[config.mk]
export PLATFORM = sky130hd
export DESIGN_NAME = inta_sequencer_flat
export DESIGN_NICKNAME = d
export VERILOG_FILES = /design/src/rtl/inta_sequencer_if.sv /design/src/rtl/inta_sequencer.sv /design/src/flat_wrapper.sv
export SDC_FILE = /design/constraint.sdc
export NUM_CORES = 1
export LEC_CHECK = 0
export CAP_MARGIN = 20
export CELL_PAD_IN_SITES_DETAIL_PLACEMENT = 0
export CELL_PAD_IN_SITES_GLOBAL_PLACEMENT = 1
export CORE_MARGIN = 1.5
export CORE_UTILIZATION = 32
export CTS_CLUSTER_DIAMETER = 30
export DETAILED_ROUTE_END_ITERATION = 7
export PLACE_DENSITY_LB_ADDON = 0.3
export SLEW_MARGIN = 5
export SYNTH_ARGS = -nofsm -noshare
export SYNTH_HDL_FRONTEND = slang
export SYNTH_SLANG_ARGS = --single-unit
[constraint.sdc]
create_clock -name clk -period 2.5 [get_ports clk]
set_input_delay 0.75 -clock clk [delete_from_list [all_inputs] [get_ports clk]]
set_output_delay 0.75 -clock clk [all_outputs]
set_load 0.01 [all_outputs]
[src/rtl/inta_sequencer_if.sv]
// Signal bundle between the priority resolver / CPU side and the INTA sequencer.
interface inta_sequencer_if;
    logic       INTA_n;
    logic       INT_req;
    logic [2:0] IRQ_sel;
    logic [2:0] ISR_Control;
    logic       ISR_any;
    logic [4:0] ICW2_base;
    logic       AEOI;
    logic       ocw2_wr;
    logic [7:0] ocw2;
    logic       INT;
    logic [7:0] ISR;
    logic       ISR_DONE_vld;
    logic [2:0] ISR_DONE;
    logic [2:0] n;
    logic [2:0] rotate;
    logic [7:0] data_out;
    logic       data_oe;

    modport master (
        output INTA_n, INT_req, IRQ_sel, ISR_Control, ISR_any, ICW2_base, AEOI, ocw2_wr, ocw2,
        input  INT, ISR, ISR_DONE_vld, ISR_DONE, n, rotate, data_out, data_oe
    );

    modport slave (
        input  INTA_n, INT_req, IRQ_sel, ISR_Control, ISR_any, ICW2_base, AEOI, ocw2_wr, ocw2,
        output INT, ISR, ISR_DONE_vld, ISR_DONE, n, rotate, data_out, data_oe
    );
endinterface

[src/rtl/inta_sequencer.sv]
// Interrupt-acknowledge sequencer: two-pulse INTA handshake, vector drive, EOI/AEOI clears.
// Optional priority rotation is enabled by defining INTA_ROTATE_EN.
module inta_sequencer (
    input  logic            clk,
    input  logic            reset,
    inta_sequencer_if.slave bus
);
    typedef enum logic [2:0] {
        IDLE = 3'd0,
        PEND = 3'd1,
        ACK1 = 3'd2,
        GAP  = 3'd3,
        ACK2 = 3'd4
    } state_t;

    state_t     state_r, state_nxt_s;
    logic       inta_q_r;
    logic       inta_fall_s, inta_rise_s;
    logic [2:0] lvl_r, lvl_nxt_s;
    logic       spur_r, spur_nxt_s;
    logic       isr_set_s, aeoi_clr_s;

    logic       ocw_clr_s, ocw_rot_s, ocw_setn_s, ocw_aeoi_on_s, ocw_aeoi_off_s;
    logic [2:0] ocw_lvl_s;
    logic       rot_aeoi_r;

    logic       pend_vld_r, pend_rot_r, pend_vld_nxt_s, pend_rot_nxt_s;
    logic [2:0] pend_lvl_r, pend_lvl_nxt_s;
    logic       done_vld_s, done_rot_s;
    logic [2:0] done_lvl_s;

    logic       int_r, done_vld_r, data_oe_r;
    logic [7:0] isr_r, data_out_r;
    logic [2:0] done_r, n_r, rotate_r;

    assign inta_fall_s = inta_q_r & ~bus.INTA_n;
    assign inta_rise_s = ~inta_q_r & bus.INTA_n;

    // Acknowledge FSM next-state, level latch and ISR-set / AEOI-clear requests
    always_comb begin
        state_nxt_s = state_r;
        lvl_nxt_s   = lvl_r;
        spur_nxt_s  = spur_r;
        isr_set_s   = 1'b0;
        aeoi_clr_s  = 1'b0;
        case (state_r)
            IDLE: begin
                if (bus.INT_req) state_nxt_s = PEND;
                else             state_nxt_s = IDLE;
            end
            PEND: begin
                if (inta_fall_s) begin
                    state_nxt_s = ACK1;
                    if (bus.INT_req) begin
                        lvl_nxt_s  = bus.IRQ_sel;
                        spur_nxt_s = 1'b0;
                        isr_set_s  = 1'b1;
                    end else begin
                        lvl_nxt_s  = 3'd7;
                        spur_nxt_s = 1'b1;
                    end
                end else begin
                    state_nxt_s = PEND;
                end
            end
            ACK1: begin
                if (inta_rise_s) state_nxt_s = GAP;
                else             state_nxt_s = ACK1;
            end
            GAP: begin
                if (inta_fall_s) state_nxt_s = ACK2;
                else             state_nxt_s = GAP;
            end
            ACK2: begin
                if (inta_rise_s) begin
                    state_nxt_s = IDLE;
                    aeoi_clr_s  = bus.AEOI & ~spur_r;
                end else begin
                    state_nxt_s = ACK2;
                end
            end
            default: state_nxt_s = IDLE;
        endcase
    end

    // OCW2 command decode; rotating forms fold to plain EOI without rotation support
    always_comb begin
        ocw_clr_s      = 1'b0;
        ocw_rot_s      = 1'b0;
        ocw_setn_s     = 1'b0;
        ocw_aeoi_on_s  = 1'b0;
        ocw_aeoi_off_s = 1'b0;
        ocw_lvl_s      = 3'd0;
        if (bus.ocw2_wr) begin
            case (bus.ocw2[7:5])
                3'b001: begin ocw_clr_s = bus.ISR_any; ocw_lvl_s = bus.ISR_Control; end
                3'b011: begin ocw_clr_s = 1'b1;        ocw_lvl_s = bus.ocw2[2:0];   end
`ifdef INTA_ROTATE_EN
                3'b101: begin ocw_clr_s = bus.ISR_any; ocw_lvl_s = bus.ISR_Control; ocw_rot_s = 1'b1; end
                3'b111: begin ocw_clr_s = 1'b1;        ocw_lvl_s = bus.ocw2[2:0];   ocw_rot_s = 1'b1; end
                3'b110: ocw_setn_s     = 1'b1;
                3'b100: ocw_aeoi_on_s  = 1'b1;
                3'b000: ocw_aeoi_off_s = 1'b1;
`else
                3'b101: begin ocw_clr_s = bus.ISR_any; ocw_lvl_s = bus.ISR_Control; end
                3'b111: begin ocw_clr_s = 1'b1;        ocw_lvl_s = bus.ocw2[2:0];   end
`endif
                default: ocw_clr_s = 1'b0;
            endcase
        end else begin
            ocw_clr_s = 1'b0;
        end
    end

    // Clear arbitration: AEOI first; OCW clears defer while AEOI or an ISR set owns the cycle
    always_comb begin
        done_vld_s     = 1'b0;
        done_lvl_s     = 3'd0;
        done_rot_s     = 1'b0;
        pend_vld_nxt_s = pend_vld_r;
        pend_lvl_nxt_s = pend_lvl_r;
        pend_rot_nxt_s = pend_rot_r;
        if (aeoi_clr_s || isr_set_s) begin
            if (aeoi_clr_s) begin
                done_vld_s = 1'b1;
                done_lvl_s = lvl_r;
                done_rot_s = rot_aeoi_r;
            end else begin
                done_vld_s = 1'b0;
            end
            if (ocw_clr_s) begin
                pend_vld_nxt_s = 1'b1;
                pend_lvl_nxt_s = ocw_lvl_s;
                pend_rot_nxt_s = ocw_rot_s;
            end else begin
                pend_vld_nxt_s = pend_vld_r;
            end
        end else if (ocw_clr_s) begin
            done_vld_s     = 1'b1;
            done_lvl_s     = ocw_lvl_s;
            done_rot_s     = ocw_rot_s;
            pend_vld_nxt_s = 1'b0;
        end else if (pend_vld_r) begin
            done_vld_s     = 1'b1;
            done_lvl_s     = pend_lvl_r;
            done_rot_s     = pend_rot_r;
            pend_vld_nxt_s = 1'b0;
        end else begin
            pend_vld_nxt_s = 1'b0;
        end
    end

    // State, pending entry and registered outputs
    always_ff @(posedge clk) begin
        if (reset) begin
            state_r    <= IDLE;
            inta_q_r   <= 1'b1;
            lvl_r      <= 3'd0;
            spur_r     <= 1'b0;
            rot_aeoi_r <= 1'b0;
            pend_vld_r <= 1'b0;
            pend_lvl_r <= 3'd0;
            pend_rot_r <= 1'b0;
            int_r      <= 1'b0;
            isr_r      <= 8'd0;
            done_vld_r <= 1'b0;
            done_r     <= 3'd0;
            n_r        <= 3'd0;
            rotate_r   <= 3'd0;
            data_out_r <= 8'd0;
            data_oe_r  <= 1'b0;
        end else begin
            state_r    <= state_nxt_s;
            inta_q_r   <= bus.INTA_n;
            lvl_r      <= lvl_nxt_s;
            spur_r     <= spur_nxt_s;
            pend_vld_r <= pend_vld_nxt_s;
            pend_lvl_r <= pend_lvl_nxt_s;
            pend_rot_r <= pend_rot_nxt_s;
            int_r      <= (state_nxt_s == PEND);
            isr_r      <= isr_set_s ? (8'd1 << lvl_nxt_s) : 8'd0;
            done_vld_r <= done_vld_s;
            done_r     <= done_vld_s ? done_lvl_s : 3'd0;
            data_oe_r  <= (state_nxt_s == ACK2);
            data_out_r <= (state_nxt_s == ACK2) ? {bus.ICW2_base, lvl_nxt_s} : 8'd0;
            // An explicit set-priority command outranks rotation implied by a clear
            if (ocw_setn_s)                    n_r <= bus.ocw2[2:0] + 3'd1;
            else if (done_vld_s && done_rot_s) n_r <= done_lvl_s + 3'd1;
            if (bus.ocw2_wr) rotate_r <= bus.ocw2[7:5];
            if (ocw_aeoi_on_s)       rot_aeoi_r <= 1'b1;
            else if (ocw_aeoi_off_s) rot_aeoi_r <= 1'b0;
        end
    end

    assign bus.INT          = int_r;
    assign bus.ISR          = isr_r;
    assign bus.ISR_DONE_vld = done_vld_r;
    assign bus.ISR_DONE     = done_r;
    assign bus.n            = n_r;
    assign bus.rotate       = rotate_r;
    assign bus.data_out     = data_out_r;
    assign bus.data_oe      = data_oe_r;
endmodule

[src/flat_wrapper.sv]
// flat-port wrapper written by rule: the top's interface ports become plain ports
module inta_sequencer_flat 
  (clk, reset, bus_INTA_n, bus_INT_req, bus_IRQ_sel, bus_ISR_Control, bus_ISR_any, bus_ICW2_base, bus_AEOI, bus_ocw2_wr, bus_ocw2, bus_INT, bus_ISR, bus_ISR_DONE_vld, bus_ISR_DONE, bus_n, bus_rotate, bus_data_out, bus_data_oe);
  inta_sequencer_if bus_i ();
  input  logic clk;
  input  logic reset;
  input wire logic [$bits(bus_i.INTA_n)-1:0] bus_INTA_n;
  input wire logic [$bits(bus_i.INT_req)-1:0] bus_INT_req;
  input wire logic [$bits(bus_i.IRQ_sel)-1:0] bus_IRQ_sel;
  input wire logic [$bits(bus_i.ISR_Control)-1:0] bus_ISR_Control;
  input wire logic [$bits(bus_i.ISR_any)-1:0] bus_ISR_any;
  input wire logic [$bits(bus_i.ICW2_base)-1:0] bus_ICW2_base;
  input wire logic [$bits(bus_i.AEOI)-1:0] bus_AEOI;
  input wire logic [$bits(bus_i.ocw2_wr)-1:0] bus_ocw2_wr;
  input wire logic [$bits(bus_i.ocw2)-1:0] bus_ocw2;
  output wire logic [$bits(bus_i.INT)-1:0] bus_INT;
  output wire logic [$bits(bus_i.ISR)-1:0] bus_ISR;
  output wire logic [$bits(bus_i.ISR_DONE_vld)-1:0] bus_ISR_DONE_vld;
  output wire logic [$bits(bus_i.ISR_DONE)-1:0] bus_ISR_DONE;
  output wire logic [$bits(bus_i.n)-1:0] bus_n;
  output wire logic [$bits(bus_i.rotate)-1:0] bus_rotate;
  output wire logic [$bits(bus_i.data_out)-1:0] bus_data_out;
  output wire logic [$bits(bus_i.data_oe)-1:0] bus_data_oe;
  assign bus_i.INTA_n = bus_INTA_n;
  assign bus_i.INT_req = bus_INT_req;
  assign bus_i.IRQ_sel = bus_IRQ_sel;
  assign bus_i.ISR_Control = bus_ISR_Control;
  assign bus_i.ISR_any = bus_ISR_any;
  assign bus_i.ICW2_base = bus_ICW2_base;
  assign bus_i.AEOI = bus_AEOI;
  assign bus_i.ocw2_wr = bus_ocw2_wr;
  assign bus_i.ocw2 = bus_ocw2;
  assign bus_INT = bus_i.INT;
  assign bus_ISR = bus_i.ISR;
  assign bus_ISR_DONE_vld = bus_i.ISR_DONE_vld;
  assign bus_ISR_DONE = bus_i.ISR_DONE;
  assign bus_n = bus_i.n;
  assign bus_rotate = bus_i.rotate;
  assign bus_data_out = bus_i.data_out;
  assign bus_data_oe = bus_i.data_oe;
  inta_sequencer u_core (.clk(clk), .reset(reset), .bus(bus_i));
endmodule
== Yosys cells after proc, flatten, opt, wreduce, memory -nomap -nowiden ==
Cells that the tools add are included.
Storage, ports and cells
  logic and storage cells: 71
  output and inout bits: 28
  flip-flop bits (word level): 37
Operators by class
  shifts and indexed selects: 1
  reduce and logical (&&, ||, !) cells: 10
  muxes and demuxes: 27
  eq/ne operators: 10
  bitwise gates (word level): 10
Operators by type and width (count)
  $mux 3: 10
  $pmux 3 s5: 1
  $mux 1: 13
  $eq 3x3->1 const B: 4
  $reduce_or 2->1: 6
  $eq 3x1->1 const B: 3
  $eq 3x2->1 const B: 3
  $shl 1x3->8 const A: 1
  $not 1->1: 7
  $pmux 3 s2: 1
  $reduce_and 2->1: 2
  $and 1x1->1: 3
  $logic_not 3->1: 1
  $mux 2: 1
  $pmux 1 s2: 1
  $logic_or 1x1->1: 1

== Logic depth before layout (Yosys ltp) ==
Gate-level depths: netlist (run 1).
  depth in word-level cells: 8
  mapped depth: 5
  mapped depth without buffers: 4

== Worst setup path before layout (run 1) ==
No wires, ideal clock.
  path type: in2reg
  start point: input reset
  end point: register u_core.pend_vld_r
  setup slack: 0.469 ns
  stages: 4
  required time: 2.368 ns
  setup time: 0.132 ns
  data arrival time: 1.899 ns
  path through: clkdlybuf4s50_2 clkbuf_1 clkbuf_1 nor3_1
On the way
  cells in the longest elaborated chain, start to end: 1
Ends and longest elaborated chain
  from (decl): line flat_wrapper.sv:6  | input logic reset;
  $reduce_or 2->1 (no source line)
  to (signal assigned): line inta_sequencer.sv:177  | pend_vld_r <= pend_vld_nxt_s;
  to (decl): line inta_sequencer.sv:27  | logic pend_vld_r, pend_rot_r, pend_vld_nxt_s, pend_rot_nxt_s;
Every way passes these cells.
A chain may end at the register's enable or synchronous reset.

== Final worst setup path (run 1) ==
  start point: input bus_INTA_n
  end point: register u_core.done_r[0], in the netlist u_core.bus.ISR_DONE[0]
On the way
  cells in the longest elaborated chain, start to end: 8
Ends and longest elaborated chain
  from (decl): line flat_wrapper.sv:7  | input wire logic [$bits(bus_i.INTA_n)-1:0] bus_INTA_n;
  $not 1->1: line inta_sequencer.sv:36  | assign inta_fall_s = inta_q_r & ~bus.INTA_n;
  $and 1x1->1: line inta_sequencer.sv:36
  $mux 1: line inta_sequencer.sv:52  | if (inta_fall_s) begin
  $mux 1: line inta_sequencer.sv:46  | case (state_r)
  $logic_or 1x1->1: line inta_sequencer.sv:123  | if (aeoi_clr_s || isr_set_s) begin
  $mux 1: line inta_sequencer.sv:123
  $not 1->1 (no source line)
  $reduce_or 2->1 (no source line)
  to (signal assigned): line inta_sequencer.sv:183  | done_r <= done_vld_s ? done_lvl_s : 3'd0;
  to (decl): line inta_sequencer.sv:34  | logic [2:0] done_r, n_r, rotate_r;
Parallel ways exist; a longest one is shown, timed or not.

==> flow_summary.toml, run 1 <==
[status]
outcome = "completed"

[critical_path]
rr_endpoint = "u_core.bus.ISR_DONE[0]$_SDFF_PP0_"
start_kind = "input port"
r2r_slack_ns = 0.80
cp-end-kind = "flop"
critPathRequiredTime_ns = 2.73
worst-endpoint-arrival_ns = 2.43
crit_type = "input port to flop"
worstRegToRegCells = 4
rr_startpoint = "u_core.state_r[1]$_SDFF_PP0_"
critPathMaxFanout = 6

[synth]
synth_edf_count = 0
netlist-cell-type-count = 38
yosysWarnings = 0
synth.top_cells.by_count = "37 x dfxtp_1, 18 x nor2_1, 8 x nand2b_1"
yosysMostFrequentCell = "dfxtp_1"
avgSynthCellArea_sq_um = 10.3
synth_top_area_frac = 0.513
yosysTopAreaCell = "dfxtp_1"
async_reset_ff_frac = 0
ys.flop_type = "dfxtp_1"
ys_seq_area_frac = 0.513
netlist_area_sq_um = 1440
netlist_instances = 140
synthTopCellsByArea = "dfxtp_1 51%, nor2_1 4.7%, mux2i_1 3.5%"
synth-seq-cells = 37

[place]
hpwl_microns = 2390
place.gp.congestion = 0.750
port_buffers = 48

[grt]
grt_start_max_net_pins = 12
antenna_found_initial = 0
groute.usage.overall = 0.129
grt_overflow_total = 0
grt_pass1_vias = 1138
grt_pass1_wl_microns = 5000

[die]
die_h_microns = 70.2
start_util = 0.332
fp.dieW_microns = 70.2
io-pin-count = 54
rows = 24
dieArea_sq_um = 4920
coreArea_sq_um = 4350

[timing]
max_freq_ghz = 0.453
fin_crit_ns = 2.21
worstMarginPinSlew_ns = 0.512
setup_viol = 0
rsz0062_at_grt = "false"
hold_violations = 0
relSlewSlack = 0.655
fin_crit_sh = 0.882
tns_ns = 0
hold_ws_ns = 0.480
slew_violations = 0
skew_ns = 0.00526

[power_and_ir_drop]
p_leak_nw = 0.797
power.total_w = 0.00115
p_per_area_nw_per_um2 = 560
ir_drop_mv = 0.169

[routing]
drt-total-wl_microns = 3080
postRouteAntennaNets = 0
wl_per_cell_microns = 12.5
vias_per_cell = 4.83
drc = 0
drt_iter0_markers = 25
drt_pre_antenna_iters = 4
vias = 1187

[cells_and_area]
nets = 220
layout-drive-gt1-share = 0.0979
syn_to_final_growth_pct = 42.3
num_antenna_cells = 0

[clocking]
post_cts_resized = 0
cts_sinks = 37
h-tree-depth = 2
cts_tree = "done"
clk_latency_ns = 0.29
clk_pin_slew_ns = 0.07
cts-buffers-inserted = 5
cts-root-buf = "clkbuf_8"
clock_path_buffers = 2
post_cts_buffers = 0
hold_buffers = 0

[min_path]
hp-class = "flop to flop"
holdPathEnd = "u_core.bus.rotate[0]$_SDFFE_PP0P_"
whs_path_depth = 2
min_from = "u_core.bus.rotate[0]$_SDFFE_PP0P_"

[flow_run]
maxCapViolCount = 0
==> logic make-up after synthesis <==
kind of cell           share of synthesized area
flip-flops                                 0.513
other                                    0.00260
AND/OR/NAND/NOR                            0.284
buffers and inverters                     0.0459
multiplexers                              0.0425
XOR/XNOR                                 0.00607
AO/OA/AOI/OAI                              0.106
==> worst max-delay path: stages <==
cell and delay [ns]:
clkdlybuf4s50_1 0.43, buf_4 0.15, nor2b_1 0.16, and4b_1 0.26
nor4_1 0.47, a22o_1 0.21
==> registers in the layout, summed over array words and instances (netlist names) <==
register and cells:
u_core.bus.ISR_DONE_vld 1, u_core.state_r 3, u_core.bus.data_oe 1, u_core.bus.ISR_DONE 3, u_core.inta_q_r 1, u_core.bus.ISR 8, u_core.pend_lvl_r 3, u_core.pend_vld_r 1
u_core.bus.data_out 8, u_core.lvl_r 3, u_core.bus.rotate 3, u_core.spur_r 1, u_core.bus.INT 1
==> cells in the final DEF (no fill, tap or decap) <==
master           count
mux2_2               1
or3b_2               1
or2b_2               1
nor4_1               1
a21o_1               3
a21oi_2              1
o21ai_0              4
nand2b_1             8
nor2_1              18
a22o_1               3
nor2b_1              5
nand3b_1             3
mux2i_1              5
nand2_1              4
o21a_1               1
or4b_1               1
nand4b_1             2
clkbuf_1             1
and4b_1              1
and2_1               6
a221oi_1             1
xor2_1               1
nor4b_4              1
nand3b_4             1
o22ai_1              3
nor3_2               1
a21oi_1              6
clkdlybuf4s50_1     48
nand4bb_1            2
or2_2                1
nor3b_1              3
nor3_1               4
clkbuf_8             6
conb_1               3
dfxtp_1             37
buf_4                5
o211a_1              1
==> through the flow <==
step           utilization  cell area (sq um)  cells  setup slack (ns)
2_1_floorplan            -               1450    142             0.469
3_3_place_gp         0.452               1970    239             0.112
3_5_place_dp         0.452               1970    239            0.0124
4_1_cts              0.472               2050    246             0.317
5_1_grt              0.472               2050    246             0.193
6_report             0.472               2050    246             0.294
==> worst max-delay path by stage <==
stage | end | cells past startpoint | slack [ns] | startpoint
2_1_floorplan | u_core.pend_vld_r$_SDFFE_PP0P_ | 4 | 0.47 | reset
3_3_place_gp | u_core.bus.data_out[2]$_SDFF_PP0_ | 5 | 0.11 | bus_INTA_n
3_5_place_dp | u_core.bus.ISR_DONE[0]$_SDFF_PP0_ | 6 | 0.01 | bus_INTA_n
4_1_cts | u_core.bus.ISR_DONE[0]$_SDFF_PP0_ | 6 | 0.32 | bus_INTA_n
5_1_grt | u_core.bus.ISR_DONE[0]$_SDFF_PP0_ | 6 | 0.19 | bus_INTA_n
6_report | u_core.bus.ISR_DONE[0]$_SDFF_PP0_ | 6 | 0.29 | bus_INTA_n
==> metal layers <==
metal / GRT usage / up-vias / wire length [microns]
met1: 0.142 / 562 / 1390
met5: 0 / - / 0
met4: 0.0876 / 0 / 83
li1: - / 586 / -
met2: 0.217 / 31 / 1480
met3: 0.0346 / 8 / 127
==> power breakdown <==
group          switching [W]  total (W)  internal, W
combinational      0.0000508   0.000125    0.0000737
clock               0.000193   0.000412     0.000218
sequential         0.0000117   0.000615     0.000603
total               0.000256    0.00115     0.000895
==> final cells by class <==
class                   count  area [sq um]
well taps                  52          65.1
clock buffers               7          86.3
multi-input cells          97           644
repair buffers             53           518
flip-flops and latches     37           741
fillers                   423          2300
(Power assumes the default switching activity.)
==> run 2, diff against run 1 <==
CORE_UTILIZATION = 45   (was 32)
DONT_BUFFER_PORTS = 1   (was not set)
==> flow_summary.toml, run 2 (synthesis results as in run 1) <==
[clocking]
cts-buffers-inserted = 5
hold_buffers = 0
cts-root-buf = "clkbuf_4"
h-tree-depth = 2
post_cts_resized = 0
cts_tree = "done"
post_cts_buffers = 0
cts_sinks = 37
clk_pin_slew_ns = 0.11
clk_latency_ns = 0.33
clock_path_buffers = 2

[status]
outcome = "completed"

[critical_path]
slowest_stage = "dfxtp_1"
critPathRequiredTime_ns = 2.78
critPathMaxFanout = 8
critPathMaxStageDelay_ns = 0.55
worst-endpoint-arrival_ns = 1.94
crit_family = "simple AND/OR/NAND/NOR gates"
cp-end-kind = "flop"
cp_num_buf_inv = 0
crit_type = "flop to flop"
start_kind = "flop"
crit_chain = "nor3b_1 -> and4b_1 -> nor4_1 -> a22o_1"

[routing]
vias_per_cell = 5.10
drc = 0
drt_pre_antenna_iters = 4
postRouteAntennaNets = 0
wl_per_cell_microns = 13.5
drt-total-wl_microns = 2530
drt_iter0_markers = 51
vias = 953

[power_and_ir_drop]
p_seq_frac = 0.624
switching_share = 0.229
power.total_w = 0.000992
ir_drop_mv = 0.394
p_sw_w = 0.000228
p_per_area_nw_per_um2 = 655
intPower_w = 0.000765
p_leak_nw = 0.593
pwr-share-comb = 0.058
clockPowerShare = 0.318

[die]
rows = 20
die_h_microns = 59.6
start_util = 0.473
fp.dieW_microns = 59.6
dieArea_sq_um = 3560
io-pin-count = 54
coreArea_sq_um = 3050

[timing]
hold_violations = 0
slew_violations = 0
fin_crit_sh = 0.663
setup_viol = 0
max_freq_ghz = 0.603
fin_crit_ns = 1.66
skew_ns = 0.00919
rsz0062_at_grt = "false"
tns_ns = 0

[grt]
grt_overflow_total = 0
groute.usage.overall = 0.160
grt_start_max_net_pins = 27
grt_pass1_vias = 927
grtUsageMet3 = 0.0459
met1_usage = 0.198
use_met2 = 0.245
antenna_found_initial = 0
grt_pass1_wl_microns = 4160
grt_busiest_layer = "met2"

[flow_run]
maxCapViolCount = 0

[min_path]
hp-class = "input port to flop"

[cells_and_area]
final-instance-count-excl-fill = 187
stdcell_area_sq_um = 1510
syn_to_final_growth_pct = 4.85
most-common-layout-cells = "37 x dfxtp_1, 18 x nor2_1, 8 x nand2b_1, 6 x a21oi_1, 6 x and2_1"
num_antenna_cells = 0
fillers = 303
layout-drive-gt1-share = 0.119
nets = 169
final_common_cell = "dfxtp_1"

[place]
port_buffers = 0
dpl_cell_area_sq_um = 1460
hpwl_microns = 1860
dp.cells = 180
place.gp.congestion = 0.755
run 2: worst paths after layout:
kind / cells past startpoint / end / startpoint / slack (ns)
setup / recovery: 4 / u_core.bus.ISR_DONE[0]$_SDFF_PP0_ / u_core.state_r[1]$_SDFF_PP0_ / 0.84
hold / removal: 1 / u_core.bus.data_oe$_SDFF_PP0_ / reset / 0.47
setup reg to reg: 4 / u_core.bus.ISR_DONE[0]$_SDFF_PP0_ / u_core.state_r[1]$_SDFF_PP0_ / 0.84
hold reg to reg: 2 / u_core.pend_lvl_r[2]$_SDFFE_PP0P_ / u_core.pend_lvl_r[2]$_SDFFE_PP0P_ / 0.49
run 2: power by group through the flow:
stage               Sequential, W  Combinational, W  Clock [W]
global placement         0.000632         0.0000559          0
finish                   0.000619         0.0000575   0.000316
detailed placement       0.000633         0.0000574          0
global route             0.000622         0.0000649   0.000357
floorplan                0.000627         0.0000629          0
CTS                      0.000619         0.0000579   0.000325
run 2: stage by stage:
stage                      util  hold slack, ns  worst slack [ns]
after floorplan               -           0.448             0.469
after global placement    0.477           0.461             0.583
after detailed placement  0.477           0.481             0.556
after CTS                 0.496           0.458             0.860
after global routing      0.496           0.441             0.737
final                     0.496           0.472             0.843
run 2: worst reg2reg max path, delay by kind of cell, from the launching register on:
family	cells	cell delay [ns]
compound gates	1	0.21
flops	1	0.55
simple gates	3	0.85
run 2: area by class of cell:
type / count / area [sq um] / area share
sequential: 37 / 741 / 0.489
multi-input combinational: 97 / 644 / 0.426
tap: 44 / 55.1 / 0.0364
clock buffer: 6 / 51.3 / 0.0339
timing repair buffer: 2 / 15.0 / 0.00992
clock inverter: 1 / 7.51 / 0.00496
run 2: routing by layer:
layer,wire [microns],up-vias
li1,-,487
met1,1150,439
met2,1220,20
met3,101,7
met4,56,0
met5,0,-
